## src/rtl/multi_chn_readout_sched.sv

```systemverilog
// Per-channel FIFO readout sequencer: after each EOS, ships every enabled channel's words over SPI in index order.
// Optional SPI_complete watchdog built only when READOUT_TIMEOUT_EN is defined.
module multi_chn_readout_sched #(
  parameter int N_CHN       = 8,
  parameter int CHN_W       = 3,
  parameter int WORDS_W     = 12,
  parameter int TIMEOUT_CYC = 4095
) (
  input  logic                     clk,
  input  logic                     reset,
  input  logic                     EOS,
  input  logic [N_CHN-1:0]         chn_mask,
  input  logic [N_CHN*WORDS_W-1:0] chn_words,
  output logic [N_CHN-1:0]         chn_rd_en,
  output logic [CHN_W-1:0]         chn_sel,
  output logic                     spi_start,
  input  logic                     SPI_complete,
  output logic                     ZYNQ_RD_EN,
  output logic                     busy,
  output logic                     done,
  output logic                     eos_overrun,
  output logic                     timeout_err
);

  if ((1 << CHN_W) < N_CHN || N_CHN < 2 || TIMEOUT_CYC < 1) begin : g_param_chk
    $error("multi_chn_readout_sched: illegal parameter combination");
  end

  typedef enum logic [2:0] {S_IDLE, S_SCAN, S_READ, S_SEND, S_WAIT, S_DONE} state_t;

  state_t                            state_q, state_d;
  logic [N_CHN-1:0]                  mask_q, mask_d;
  logic [N_CHN-1:0][WORDS_W-1:0]     cnt_q, cnt_d;
  logic [CHN_W-1:0]                  idx_q, idx_d;
  logic [WORDS_W-1:0]                rem_q, rem_d;
  logic [N_CHN-1:0]                  rd_en_q;
  logic                              start_q, zynq_q, busy_q, done_q, ovr_q;
  logic                              tmo;
  logic                              last_chn, chn_live;

  assign last_chn = (idx_q == CHN_W'(N_CHN - 1));
  assign chn_live = mask_q[idx_q] && (cnt_q[idx_q] != '0);

  always_comb begin
    state_d = state_q;
    mask_d  = mask_q;
    cnt_d   = cnt_q;
    idx_d   = idx_q;
    rem_d   = rem_q;
    unique case (state_q)
      S_IDLE: if (EOS) begin
        mask_d  = chn_mask;
        cnt_d   = chn_words;
        idx_d   = '0;
        state_d = S_SCAN;
      end
      S_SCAN: begin
        if (chn_live) begin
          rem_d   = cnt_q[idx_q];
          state_d = S_READ;
        end else if (last_chn) begin
          state_d = S_DONE;
        end else begin
          idx_d = idx_q + CHN_W'(1);
        end
      end
      S_READ: state_d = S_SEND;
      S_SEND: state_d = S_WAIT;
      S_WAIT: if (SPI_complete || tmo) begin
        // A timeout drops the rest of the channel and advances as if its last word completed.
        rem_d = SPI_complete ? rem_q - WORDS_W'(1) : '0;
        if (SPI_complete && rem_q != WORDS_W'(1)) begin
          state_d = S_READ;
        end else if (last_chn) begin
          state_d = S_DONE;
        end else begin
          idx_d   = idx_q + CHN_W'(1);
          state_d = S_SCAN;
        end
      end
      S_DONE:  state_d = S_IDLE;
      default: state_d = S_IDLE;
    endcase
  end

  // Outputs are registered from the next state so they line up exactly with the state they flag.
  always_ff @(posedge clk) begin
    if (reset) begin
      state_q <= S_IDLE;
      mask_q  <= '0;
      cnt_q   <= '0;
      idx_q   <= '0;
      rem_q   <= '0;
      rd_en_q <= '0;
      start_q <= 1'b0;
      zynq_q  <= 1'b0;
      busy_q  <= 1'b0;
      done_q  <= 1'b0;
      ovr_q   <= 1'b0;
    end else begin
      state_q <= state_d;
      mask_q  <= mask_d;
      cnt_q   <= cnt_d;
      idx_q   <= idx_d;
      rem_q   <= rem_d;
      rd_en_q <= (state_d == S_READ) ? (N_CHN'(1) << idx_d) : '0;
      start_q <= (state_d == S_SEND);
      zynq_q  <= (state_d == S_SCAN) || (state_d == S_READ) ||
                 (state_d == S_SEND) || (state_d == S_WAIT);
      busy_q  <= (state_d != S_IDLE);
      done_q  <= (state_d == S_DONE);
      ovr_q   <= EOS && (state_q != S_IDLE);
    end
  end

`ifdef READOUT_TIMEOUT_EN
  localparam int WD_W = $clog2(TIMEOUT_CYC + 1);
  logic [WD_W-1:0] wdog_q;
  logic            terr_q;

  // Fires on the TIMEOUT_CYC-th WAIT cycle; a same-cycle SPI_complete takes priority.
  assign tmo = (state_q == S_WAIT) && !SPI_complete && (wdog_q == WD_W'(TIMEOUT_CYC - 1));

  always_ff @(posedge clk) begin
    if (reset) begin
      wdog_q <= '0;
      terr_q <= 1'b0;
    end else begin
      if (state_q == S_SEND)      wdog_q <= '0;
      else if (state_q == S_WAIT) wdog_q <= wdog_q + WD_W'(1);
      if (tmo) terr_q <= 1'b1;
    end
  end

  assign timeout_err = terr_q;
`else
  assign tmo         = 1'b0;
  assign timeout_err = 1'b0;
`endif

  assign chn_rd_en   = rd_en_q;
  assign chn_sel     = idx_q;
  assign spi_start   = start_q;
  assign ZYNQ_RD_EN  = zynq_q;
  assign busy        = busy_q;
  assign done        = done_q;
  assign eos_overrun = ovr_q;

endmodule
```

## config.mk

```make
export PLATFORM = sky130hd
export DESIGN_NAME = multi_chn_readout_sched
export DESIGN_NICKNAME = d
export VERILOG_FILES = /design/src/rtl/multi_chn_readout_sched.sv
export SDC_FILE = /design/constraint.sdc
export NUM_CORES = 1
export LEC_CHECK = 0
export CAP_MARGIN = 20
export CORE_MARGIN = 4
export CORE_UTILIZATION = 34
export DETAILED_ROUTE_END_ITERATION = 10
export HOLD_SLACK_MARGIN = 0.02
export PLACE_DENSITY_LB_ADDON = 0.1
export SYNTH_ARGS = -nofsm -noshare
export SYNTH_HDL_FRONTEND = slang
export SYNTH_SLANG_ARGS = --single-unit
```

## constraint.sdc

```tcl
create_clock -name clk -period 3 [get_ports clk]
set_input_delay 0.9 -clock clk [delete_from_list [all_inputs] [get_ports clk]]
set_output_delay 0.9 -clock clk [all_outputs]
set_load 0.02 [all_outputs]
```

## After elaboration in Yosys (flattened, before gate mapping)

Index checks and enable logic that the tools add are counted.
W data, S select, Z words.

| storage, ports and cells | value |
|---|---|
| bits in registers | 135 |
| latch bits | 0 |
| RAM bits | 0 |
| bits in read-only memories | 0 |
| input bits | 108 |
| word-level logic and storage cells | 70 |
| memories kept | 0 |

| cells by class | value |
|---|---|
| add/sub/neg operators | 2 |
| multipliers | 0 |
| divide/modulo/power cells | 0 |
| $lt $le $gt $ge | 1 |
| equality and inequality tests | 13 |
| shifts and indexed selects | 1 |
| mux-type cells | 20 |
| bitwise gates (word level) | 1 |
| reductions and logical operators | 14 |

Operators with widths:

| cell | count |
|---|---|
| $bmux W12 S3 | 1 |
| $mux W12 | 3 |
| $mux W3 | 11 |
| $pmux W12 S2 | 1 |
| $pmux W3 S5 | 1 |
| $eq A3 B2 Y1 const B | 4 |
| $eq A3 B3 Y1 const B | 4 |
| $ne A12 B1 Y1 const B | 1 |
| $reduce_bool A12 Y1 | 1 |
| $sub A12 B1 Y12 const B | 1 |
| $pmux W3 S3 | 1 |
| $shl A1 B3 Y8 const A | 1 |
| $eq A3 B1 Y1 const B | 2 |
| $reduce_bool A3 Y1 | 2 |
| $lt A3 B4 Y1 const B | 1 |
| $ne A2 B2 Y1 const B | 2 |
| $add A3 B1 Y3 const B | 1 |
| $bmux W1 S3 | 1 |
| $logic_and A1 B1 Y1 | 3 |
| $logic_not A3 Y1 | 1 |
| $logic_or A1 B1 Y1 | 3 |
| $reduce_and A3 Y1 | 1 |
| $reduce_and A2 Y1 | 1 |
| $reduce_bool A2 Y1 | 1 |
| other kinds (3) | 3 |

## Longest topological paths before layout

Gate-level depths: netlist of the first run.

| logic depth | value |
|---|---|
| depth after elaboration | 10 |
| depth in mapped cells | 12 |
| gate-level depth less buffers | 9 |

## Worst setup path after synthesis of the first run

No wires, ideal clock.

| timing | value |
|---|---|
| kind | reg-to-reg |
| from | reg idx_q[1] (netlist: chn_sel[1]) |
| to | reg rd_en_q[1] (netlist: chn_rd_en[1]) |
| setup time | 0.078 ns |
| arrival time | 2.755 ns |
| slack | 0.168 ns |
| stages on the path, launching flop included | 10 |
| path buffers | 1 |
| cells stage by stage | dfxtp_1 buf_6 mux4_2 mux2_2 nand2b_4 nor4_4 a2111oi_4 nand4bb_2 a32o_2 nor3_1 |

| on the way | value |
|---|---|
| longest elaborated chain between the ends | 9 |

RTL lines:

| element | RTL line | text |
|---|---|---|
| start: declaration | 34 | `logic [CHN_W-1:0] idx_q, idx_d;` |
| start signal: assignment | 104 | `idx_q <= idx_d;` |
| $bmux W12 S3 | 42 | `assign chn_live = mask_q[idx_q] && (cnt_q[idx_q] != '0);` |
| $mux W12 (not written as such) | 42 |  |
| $reduce_bool A12 Y1 | 42 |  |
| $logic_and A1 B1 Y1 | 42 |  |
| $mux W3 | 58 | `if (chn_live) begin` |
| $pmux W3 S5 | 50 | `unique case (state_q)` |
| $eq A3 B2 Y1 | 106 | `rd_en_q <= (state_d == S_READ) ? (N_CHN'(1) << idx_d) : '0;` |
| $not A1 Y1 (no source line) | n/a |  |
| $reduce_or A2 Y1 (no source line) | n/a |  |
| end signal: assignment | 106 |  |
| end: declaration | 36 | `logic [N_CHN-1:0] rd_en_q;` |

Several ways; a longest one is shown, not always the timed one. The select of a mux whose other input is x is not followed.
A chain may end at the register's enable or synchronous reset.

## Final worst setup path of the first run

| timing | value |
|---|---|
| from | reg idx_q[1] (netlist: chn_sel[1]) |
| to | reg rd_en_q[3] (netlist: chn_rd_en[3]) |

Same word-level chain as after synthesis.

==> results of run 1 <==
==> worst max path at each step <==
| stage | startpoint | endpoint | slack (ns) | cells past startpoint |
|---|---|---|---|---|
| 3_3_place_gp | chn_sel[1]$_SDFF_PP0_ | chn_rd_en[4]$_SDFF_PP0_ | 0.10 | 9 |
| 3_5_place_dp | chn_sel[1]$_SDFF_PP0_ | chn_rd_en[2]$_SDFF_PP0_ | -0.005 | 9 |
| 6_report | chn_sel[1]$_SDFF_PP0_ | chn_rd_en[3]$_SDFF_PP0_ | 0.16 | 10 |
| 5_1_grt | chn_sel[1]$_SDFF_PP0_ | chn_rd_en[5]$_SDFF_PP0_ | 0.005 | 9 |
| 4_1_cts | chn_sel[1]$_SDFF_PP0_ | chn_rd_en[2]$_SDFF_PP0_ | 0.006 | 9 |
| 2_1_floorplan | chn_sel[1]$_SDFF_PP0_ | chn_rd_en[1]$_SDFF_PP0_ | 0.17 | 9 |
==> logic make-up (layout without fill, tap and decap cells) <==
kind of cell / after synthesis / in the layout / synth area share (%)
compound gates: 164 / 164 / 15.2
buf+inv: 60 / 182 / 5.93
other cells: 1 / 1 / 0.0606
fa+ha+maj: 3 / 3 / 0.607
simple gates: 311 / 311 / 22.9
mux: 37 / 37 / 11.6
flops: 135 / 135 / 43.7
==> where the power goes <==
group	total, mW	switching [mW]	internal [mW]
registers	2.05	0.102	1.95
clock network	2.39	0.765	1.63
logic	1.27	0.655	0.615
total	5.72	1.52	4.20
==> worst max-delay path, stage by stage, from the launching register on <==
cell and delay (ns):
sky130_fd_sc_hd__dfxtp_1 0.37, sky130_fd_sc_hd__buf_12 0.14, sky130_fd_sc_hd__mux4_2 0.49, sky130_fd_sc_hd__mux2_2 0.29
sky130_fd_sc_hd__nand2b_4 0.15, sky130_fd_sc_hd__nor4_4 0.39, sky130_fd_sc_hd__a2111oi_4 0.15, sky130_fd_sc_hd__nand4bb_4 0.27
sky130_fd_sc_hd__o21ai_4 0.25, sky130_fd_sc_hd__buf_4 0.16, sky130_fd_sc_hd__nor3_1 0.04
==> layout make-up <==
type                    count  area (µm²)
clock buffers              21         470
clock inverters            11         216
fillers                  1720        9580
inverters                   5        18.8
multi-input cells         516        3150
flip-flops and latches    135        2710
well taps                 229         287
repair buffers            145        1470
==> what timing repair did <==
item                       CTS  global route
gates resized for setup      2             8
setup endpoints to repair    3            12
buffers inserted             0             2
cloned                       0             0
pin swaps                    0             3
==> cell usage after synthesis (6+ instances only) <==
master / number
sky130_fd_sc_hd__mux2i_1: 12
sky130_fd_sc_hd__a21oi_1: 124
sky130_fd_sc_hd__o21ai_0: 16
sky130_fd_sc_hd__clkbuf_1: 40
sky130_fd_sc_hd__dfxtp_1: 135
sky130_fd_sc_hd__nor2_1: 26
sky130_fd_sc_hd__clkbuf_8: 7
sky130_fd_sc_hd__nand2b_1: 6
sky130_fd_sc_hd__nand2_1: 225
sky130_fd_sc_hd__nor3_1: 15
sky130_fd_sc_hd__mux4_2: 8
sky130_fd_sc_hd__mux4_1: 15
==> per-stage QoR <==
stage	worst slack, ns	power (mW)	setup TNS, ns
after floorplan	0.168	2.90	0
after CTS	0.00552	5.75	0
after detailed placement	-0.00455	3.33	-0.00455
after global placement	0.104	3.30	0
after global routing	0.00509	5.98	0
final	0.161	5.72	0
==> sequential cells by signal, indices dropped and copies added, names as in the netlist <==
signal,count
state_q,3
busy,1
mask_q,8
done,1
spi_start,1
rem_q,12
cnt_q,96
chn_sel,3
chn_rd_en,8
eos_overrun,1
ZYNQ_RD_EN,1
==> per-layer routing <==
| layer | up-vias | GRT usage [%] |
|---|---|---|
| met5 | - | 0 |
| met4 | 0 | 6.15 |
| met3 | 22 | 3.72 |
| met2 | 127 | 27.8 |
| met1 | 2447 | 21.6 |
| li1 | 2652 | - |
==> results.md, run 1 <==
- The worst slack on hold paths is roughly 0.45 ns.
- The detailed router used layers up to and including met4.
- The synthesis-stage register bit count is approximately 140.
- The relative area change from synthesis to final layout is 34.5%.
- The worst hold path passes through 2 cells.
- CTS saw 135 sinks.
- Dividing total power by cell area gives a power density of between 600 and 700 mW/mm².
- Counting cells, the worst reg-to-reg path comes to 10.
- Synthesis produced a netlist with a net count of approximately 820.
- The final critical path takes up between 90% and 100% of the cycle.
- The routability congestion estimate from global placement is about 0.82.
- The predominant post-synthesis flop cell is sky130_fd_sc_hd__dfxtp_1.
- Measured along the x axis, the die boundary spans 143 µm.
- A synthesized cell averages about 8.7 µm².
- The CTS tree is built.
- Clock tree synthesis selected as its root buffer the cell sky130_fd_sc_hd__clkbuf_16.
- The count of final hold-check violations is 0.
- The placed wire-length estimate is 12300 µm.
- For this block, the initial DRC count from the detailed router was approximately 310.
- The insertion delay to the later sink of the worst-skew pair is about 0.42 ns.
- For this run, the share of the core covered by cells in the final layout is about 46%.
- The worst hold-check path type is reg -> reg.
- The capture endpoint of the worst hold path is cnt_q[47]$_SDFFE_PP0P_.
- The number of antenna violations at the first check in global routing is 0.
- The endpoint identified for the worst register-to-register timing path is chn_rd_en[3]$_SDFF_PP0_.
- The async set-or-reset flop fraction in the synthesized netlist is 0%.
- Detailed routing placed a total of around 770 µm of wire on met3.
- Hold repair after CTS inserted 0 buffers.
- The longest clock path from root to sink contains 2 buffers.
- The arrival time reported for the critical path endpoint is approximately 3.1 ns.
- The cell area that synthesis handed to floorplanning was between 0.006 and 0.007 mm².
- The number of pins exceeding their max-slew limit in the final report is 0.
- The I/O pin total is approximately 130.
- The fraction of final layout cells sized beyond drive strength 1 is around an eighth.
- The number of global-route vias before repair is around 5300.
- Entering global routing, the biggest net connects 105 pins.
- The number of standard cells in the layout, taps in and fillers out is around 1100.
- The vias per cell is 4.94.
- The number of H-tree levels is 4.
- The DRC violation count after routing is 0.
- The reg-to-reg startpoint is chn_sel[1]$_SDFF_PP0_.
- Across the routed clock network, the largest skew measured is approximately 0.0063 ns.
- The share of the synthesized area in the top cell type is roughly 44%.
- The critical hold path startpoint is cnt_q[47]$_SDFFE_PP0P_.
- Synthesis instantiated 62 different standard cells from the library.
- The row count is 49.
- Leaving out fill and tap cells, the most frequent cell in the layout is sky130_fd_sc_hd__nand2_1.
- The global route total overflow is 0.
- The first global-routing pass estimated between 20000 and 30000 µm of wire.
- The start-to-end type of the worst setup path is reg -> reg.
- The total core area is 0.0179 mm².
- The largest vdd supply drop is 0.446 mV.
- The die covers a little over 0.02 mm².
- By area the synthesized netlist is led by sky130_fd_sc_hd__dfxtp_1 44%, sky130_fd_sc_hd__nand2_1 14%, sky130_fd_sc_hd__a21oi_1 10%.
- For this block, wires on met1 add up to around 7700 µm.
- The met2 wire length is between 8000 and 9000 µm.
- The data required time of the critical path is 3.29 ns.
- The number of I/O port buffers is approximately 120.
- The placed standard-cell area is around 0.0076 mm².
- The effective utilization at floorplan is approximately 35%.
- The post-synthesis sequential area ratio is around 44%.
- The total number of yosys warnings is 0.
- The worst register-to-register path has a setup slack of ~0.16 ns.
- Based on the critical path, the design can be clocked at up to about 350 MHz.
- Across the run, the number of max-cap violations was 0.
- The number of placed instances, taps included, is 1028.
- The library cells used most frequently in the layout, excluding fill and tap cells, are 225 x sky130_fd_sc_hd__nand2_1, 133 x sky130_fd_sc_hd__dfxtp_1, 124 x sky130_fd_sc_hd__a21oi_1.
- In the final design database the tool counted 931 nets.
- The final wirelength is 16800 µm.
- The count of nets left with antenna violations once routing finished came out at 0.
- The slew at the pin closest to its max-slew limit is between 0.5 and 0.6 ns.
- The kind of start point of the critical path is a register.
- The number of buffers created by CTS is 17.
- The capturing element type of the critical path is a register.
- The number of iterations in the first detailed-routing pass is 4.
- The antenna cell count is 0.
- The number of vias in the routed layout is roughly 5200.
- In this run the worst path has a maximum fanout of 9.
- Yosys mapped a number of flops with a built-in enable equal to 0.
- The final-report setup violation count is 0.
- In this run the tightest slew margin relative to its limit is a little over three fifths.
- The clock input transition at the sequential cells of the worst setup and hold paths is about 0.06 ns.
- The flow ran to the end, and the final reports show no timing, DRC or antenna violations.
- Global routing used 16.8% of the available tracks.
- After detailed routing, the average wire length per cell comes to approximately 16 µm.
- Setup repair after global routing left no endpoint under its margin.
- The cell taking the most area after synthesis is sky130_fd_sc_hd__dfxtp_1.
- After layout, the minimum clock period comes to between 2 and 3 ns.
- In the synthesized netlist, the number of instances is between 700 and 800.
- Measured along the y axis, the die boundary spans 143 µm.
- The cell area after layout is about 0.0083 mm².
- The cell leakage power is around 3 nW.
Power figures use the tool's default switching activity.
==> run 2, diff against run 1 <==
Settings changed: CORE_ASPECT_RATIO set to 2.
==> results.md, run 2 (synthesis results as in run 1) <==
- The aggregate global-route resource usage is 18.0%.
- The register with the most flip-flops in the layout has 96 of them.
- The hold-fix buffer count after cts is 0.
- The post-route netlist has approximately an eighth of its cells at a drive strength greater than 1.
- The switching portion of total power is about 29%.
- The die covers between 0.02 and 0.025 mm².
- Total power for the finished layout comes to 5.51 mW.
- The largest vdd supply drop is 0.380 mV.
- The power density relative to cell area is 668 mW/mm².
- Subtracting the final worst setup slack from the clock period gives roughly 2.9 ns.
- In this run the power spent charging and discharging nets is 1.60 mW.
- The library cell used most frequently in the layout, excluding fill and tap cells, is sky130_fd_sc_hd__nand2_1.
- The critical path goes through buf_12 -> mux4_1 -> mux2i_1 -> nand2_1 -> nor4_4 -> buf_4 -> a31oi_1 -> and2b_2 -> a32o_2 -> nor3_1.
- In this run, CTS created clock tree buffers numbering 17.
- The post-route clock period utilization is 96.3%.
- In the global route stage, met1 resource usage came out at between 10% and 20%.
- The routed length per placed instance is 17.3 µm.
- STA classifies the critical path endpoint as a register.
- The flow ran to the end, and the final reports show no timing, DRC or antenna violations.
- For this run, global-route usage on met3 was measured as approximately 3.2%.
- The kind of start point of the critical path is a register.
- The number of iterations in the first detailed-routing pass is 5.
- The routability congestion estimate from global placement is around 0.90.
- The top cell types in the final layout, fill and taps aside, are 225 x sky130_fd_sc_hd__nand2_1, 133 x sky130_fd_sc_hd__dfxtp_1, 124 x sky130_fd_sc_hd__a21oi_1.
- Once the floorplan was initialized, standard cells occupied 34.6% of the core.
- The detailed router placed roughly 5400 vias in this run.
- The final layout contains 935 nets.
- The clock skew after layout is ~0.0070 ns.
- The row count is between 60 and 70.
- The count of final hold-check violations came to 0.
- The number of filler cells placed in the layout is between 1500 and 2000.
- The slowest stage cell on the critical path is sky130_fd_sc_hd__mux4_1.
- The largest net degree at the start of global routing is 105.
- Data arrives at the worst endpoint at 3.19 ns.
- Summed over all layers, the routed wires come to ~18000 µm.
- The start-to-end type of the worst setup path is reg -> reg.
- In this run, the combinational gates consume a little under a quarter of the power.
- The layer with the highest usage is met2.
- The final-report setup violation count is 0.
- For this run, design rule violations remaining after detail routing come to 0.
- The final-layout setup total negative slack is 0 ns.
- The vias per cell is 5.12.
- The number of global-route vias before repair was roughly 5400.
- Global routing used about 34% of the available met2 tracks.
- Based on the critical path, the design can be clocked at up to about 350 MHz.
- The number of antenna violations at the first check in global routing came to 0.
- The number of pins exceeding their max-slew limit in the final report is 0.
- The internal portion of the total power is a little under 4 mW.
- In this run the static leakage power is approximately 3.0 nW.
- cnt_q holds more flip-flops than any other register.
- The clock passes through at most 2 buffers.
- In this run the worst path has a maximum fanout of 19.
- The starting DRC count in detailed routing is about 230.
- The detail route stage leaves a number of antenna-violating nets equal to 0.
- The antenna cell count is 0.
- The width of the die is 103 µm.
- The vertical die dimension is roughly 200 µm.
- The total core area is ~0.018 mm².
- The number of H-tree levels is 4.
- In the final layout, the registers with the most flip-flops are cnt_q: 96 flops, rem_q: 12 flops.
- The largest single stage delay on the critical path is around 0.61 ns.
- The clock sink count is approximately 140.
- The area growth from synthesis to layout is 33.3%.
- The later pin in the worst-skew pair is clocked with a latency of 0.41 ns.
- Of the total power, registers draw roughly 37%.
- The CTS tree is built.
- For the worst setup path, the data required time is about 3.3 ns.
- The worst hold-check path type is reg -> reg.
- The first global-routing pass estimated roughly 28000 µm of wire.
- The number of I/O port buffers is 123.
- After clock tree synthesis, the clock-pin slew on the worst setup and hold paths is 0.06 ns.
- Max-cap violations in this run came to 0.
- The global route total overflow is 0.
- For the pin with the worst max-slew slack, the measured transition is approximately 0.54 ns.
- The root buffer cell chosen for the clock tree is sky130_fd_sc_hd__clkbuf_16.
- The clock share of power is about two fifths.
- The I/O pin total is around 130.
- Detailed placement ended at an HPWL of 13500 µm.
- Headroom to the max-slew limit came out at between 60% and 70%.
## run 2: what timing repair did
action                                  4_1_cts  5_1_grt
pin swaps                                     1        3
endpoints found under the setup margin       10       10
gates resized for setup                       3       10
gates cloned                                  0        1
buffers inserted                              0        5
endpoints found under the hold margin         0        0
## run 2: final timing paths
check / startpoint / to / slack (ns) / depth (start not counted)
worst max-delay path: chn_sel[0]$_SDFF_PP0_ / chn_rd_en[5]$_SDFF_PP0_ / 0.11 / 10
worst min-delay path: cnt_q[74]$_SDFFE_PP0P_ / cnt_q[74]$_SDFFE_PP0P_ / 0.45 / 2
worst max register to register: chn_sel[0]$_SDFF_PP0_ / chn_rd_en[5]$_SDFF_PP0_ / 0.11 / 10
worst min register to register: cnt_q[74]$_SDFFE_PP0P_ / cnt_q[74]$_SDFFE_PP0P_ / 0.45 / 2
## run 2: power groups by stage
stage | clock, mW | sequential (mW) | combinational [mW]
2_1_floorplan | 0 | 2.06 | 0.839
3_3_place_gp | 0 | 2.09 | 1.21
3_5_place_dp | 0 | 2.09 | 1.24
4_1_cts | 2.19 | 2.05 | 1.25
5_1_grt | 2.27 | 2.07 | 1.42
6_report | 2.14 | 2.05 | 1.31
## run 2: per-layer routing
layer | vias up | share of wire (%)
li1 | 2669 | -
met4 | 0 | 2.3
met1 | 2564 | 37
met5 | - | 0
met3 | 21 | 3.8
met2 | 122 | 57
## run 2: critical path, delay by kind of cell (launching register included)
kind	cells	cell delay, ns
multiplexers	2	0.81
buffers and inverters	2	0.36
flip-flops	1	0.37
AND/OR/NAND/NOR	4	0.84
AO/OA/AOI/OAI	2	0.37
## run 2: through the flow
step           area, µm²  hold WS [ns]  setup WS, ns  utilization (%)  instances
2_1_floorplan       6190         0.432         0.168                -        711
3_3_place_gp        7540         0.441        0.0546             42.2       1012
3_5_place_dp        7540         0.442       -0.0683             42.2       1012
4_1_cts             8170         0.450        0.0312             45.7       1044
5_1_grt             8250         0.472      -0.00714             46.1       1050
6_report            8250         0.450         0.110             46.1       1050
## run 2: area by class of cell
class | count | area, µm² | share of cell area, %
Tap cell | 213 | 267 | 3.23
Inverter | 5 | 18.8 | 0.228
Clock buffer | 18 | 439 | 5.33
Multi-Input combinational cell | 517 | 3180 | 38.5
Clock inverter | 14 | 173 | 2.09
Sequential cell | 135 | 2710 | 32.8
Timing Repair Buffer | 148 | 1470 | 17.8
==> run 3, diff against run 2 <==
Settings changed: PLACE_DENSITY set to 0.61, PLACE_DENSITY_LB_ADDON 0.1 to not set.
==> results.md, run 3 (synthesis results as in run 1) <==
- Entering global routing, the biggest net connects 120 pins.
- The remaining antenna violation count is 0.
- The maximum fanout along the worst path is 14.
- The overall power of the completed layout is 5.22 mW.
- The most common library cell in the layout ignoring fill and taps is sky130_fd_sc_hd__nand2_1.
- The post-route clock period utilization is a little over nine tenths.
- The clock skew after layout is ~0.013 ns.
- The endpoint of the worst-slack reg-to-reg timing path is chn_rd_en[1]$_SDFF_PP0_.
- The number of antenna violations at the first check in global routing came to 0.
- Setup violations remaining at the end of the flow were counted as 0.
- The final standard cell utilization of the core is a little under half.
- The I/O pin total is between 100 and 150.
- The effective utilization at floorplan is roughly a third.
- The first global-routing pass estimated ~27000 µm of wire.
- Setup repair after global routing left no endpoint under its margin.
- Leaving out filler cells and counting taps, the final layout contains between 1000 and 1500.
- Clock-pin slew was measured on the worst setup and hold paths at approximately 0.06 ns.
- Counting flops per register, the top entry is cnt_q.
- The flow ran to the end, and the final reports show no timing, DRC or antenna violations.
- The endpoint of the worst setup timing path is chn_rd_en[1]$_SDFF_PP0_.
- For this block, the initial DRC count from the detailed router was 315.
- STA puts the critical path data arrival time at 3.16 ns.
- In this run the register-to-register setup slack is 0.14 ns.
- The number of buffers created by CTS is 17.
- The max-slew headroom at the worst pin is between 60% and 70%.
- In the final layout, the share of cells above drive strength 1 is approximately 12%.
- The die is roughly 200 µm tall.
- The row count is 69.
- The data required time of the critical path is around 3.3 ns.
- The capturing element type of the critical path is a register.
- For the pin with the worst max-slew slack, the measured transition is around 0.56 ns.
- The number of H-tree levels is 4.
- The largest vdd supply drop is between 0.3 and 0.4 mV.
- The number of global-route vias before repair came to between 5000 and 6000.
- The CTS tree is built.
- The largest registers in the layout are cnt_q: 96 flops, rem_q: 12 flops.
- The DRC violation count after routing is 0.
- The count of final hold-check violations is 0.
- The worst path setup slack after routing is around 0.14 ns.
- The global route total overflow is 0.
- At the end of routability-driven placement, the weighted congestion stood at approximately 0.88.
- Dividing the detail-routed wire length by the instance count gives 16.8 µm.
- The worst hold-check path type is reg -> reg.
- Summing over every cut layer, the via total after detailed routing is about 5300.
- For this design the ratio of total power to cell area is ~640 mW/mm².
- In the layout the commonest cells are 225 x sky130_fd_sc_hd__nand2_1, 133 x sky130_fd_sc_hd__dfxtp_1, 124 x sky130_fd_sc_hd__a21oi_1.
- On the critical path, the stage with the largest delay is an instance of sky130_fd_sc_hd__mux4_1.
- The smallest clock period supported by the final layout is computed as 2.86 ns.
- At the placement stage, the worst setup path has a slack of -0.0443 ns.
- In this run the critical register-to-register path is launched from chn_sel[1]$_SDFF_PP0_.
- Timing would allow up to 350 MHz.
- The met3 usage is 2.63%.
- The delay of the slowest cell on the worst path is 0.59 ns.
- The flip-flop count of the largest register, all copies and words added is between 90 and 100.
- The critical path starts at chn_sel[1]$_SDFF_PP0_.
- From left edge to right edge, the die measures 103 µm.
- The placed wire-length estimate is between 10000 and 15000 µm.
- CTS placed an instance of sky130_fd_sc_hd__clkbuf_16 at the clock tree root.
- For this block, the routed nets add up to 17600 µm of wire.
- The number of nets at the end of the flow is between 900 and 1000.
- The hold-fix buffer count after cts is 0.
- The kind of start point of the critical path is a register.
- The met2 demand-to-capacity share in global routing is between 30% and 40%.
- The relative area change from synthesis to final layout is 31.8%.
- Traced cell by cell, the critical path runs through buf_12 -> mux4_1 -> mux2i_1 -> nand2_1 -> nor4_4 -> buf_4 -> a31oi_1 -> and2b_2 -> a32o_2 -> nor3_1.
- The total of max-cap violations is 0.
- The core region is ~0.018 mm².
- The global routing met1 resource utilization is a little under a fifth.
- The number of pins exceeding their max-slew limit in the final report is 0.
- The antenna cell count is 0.
- met2 is the most crowded layer.
- The critical path is of the reg -> reg type.
- The clock passes through at most 2 buffers.
- At the later pin of the worst-skew pair, clock insertion delay measures ~0.42 ns.
- The placed cell count is between 1000 and 1500.
- Port buffering added roughly 120 buffers.
- The worst reg-to-reg path cell count is 10.
- The cell leakage power is approximately 3.0 nW.
- In the global route stage, overall resource usage came out at ~17%.
- The floorplan step defined a die boundary enclosing 0.0205 mm².
- After detailed routing, the number of vias per cell comes to ~5.
- The number of iterations in the first detailed-routing pass is 4.
- The clock sink count is 135.
- The final-layout setup total negative slack is 0 ns.
==> run 3: layer usage <==
| layer | part of all wire (%) | up-vias |
|---|---|---|
| met5 | 0 | - |
| met4 | 3.1 | 0 |
| met3 | 3.4 | 29 |
| met2 | 58 | 128 |
| met1 | 36 | 2476 |
| li1 | - | 2652 |
==> run 3: worst min-delay path by stage <==
stage,from,endpoint,depth (start not counted)
final,cnt_q[45]$_SDFFE_PP0P_,cnt_q[45]$_SDFFE_PP0P_,2
after global routing,mask_q[7]$_SDFFE_PP0P_,mask_q[7]$_SDFFE_PP0P_,2
after CTS,cnt_q[45]$_SDFFE_PP0P_,cnt_q[45]$_SDFFE_PP0P_,2
after detailed placement,cnt_q[45]$_SDFFE_PP0P_,cnt_q[45]$_SDFFE_PP0P_,2
after global placement,cnt_q[41]$_SDFFE_PP0P_,cnt_q[41]$_SDFFE_PP0P_,2
after floorplan,cnt_q[12]$_SDFFE_PP0P_,cnt_q[12]$_SDFFE_PP0P_,2
==> run 3: cell type report <==
type                            count  area, µm²
Fill cell                        1755       9720
Multi-Input combinational cell    517       3170
Sequential cell                   135       2710
Timing Repair Buffer              146       1460
Clock buffer                       18        429
Tap cell                          213        267
Clock inverter                     14        103
Inverter                            5       18.8
==> run 3: through the flow <==
stage / cell area (µm²) / hold WS, ns
3_5_place_dp: 7540 / 0.445
2_1_floorplan: 6190 / 0.432
5_1_grt: 8150 / 0.469
6_report: 8150 / 0.449
3_3_place_gp: 7540 / 0.439
4_1_cts: 8110 / 0.453
==> run 3: where the power goes <==
group	switching [mW]	internal, mW	total (mW)	leakage [nW]
Clock	0.818	1.06	1.88	0.253
Sequential	0.115	1.95	2.07	1.11
Combinational	0.662	0.616	1.28	1.64
Total	1.59	3.63	5.22	3.00
==> run 3: critical path: cells and delay by family (launching register included) <==
kind	cells	cell delay (ns)
DFF	1	0.36
AOI/OAI and AO/OA	2	0.37
buffers and inverters	2	0.33
and+or+nand+nor	4	0.88
muxes	2	0.79
==> run 3: what timing repair did <==
item,4_1_cts,5_1_grt
pin swaps,1,4
buffers inserted,0,3
resized for setup,4,8
setup endpoints to repair,4,12
cloned,1,0
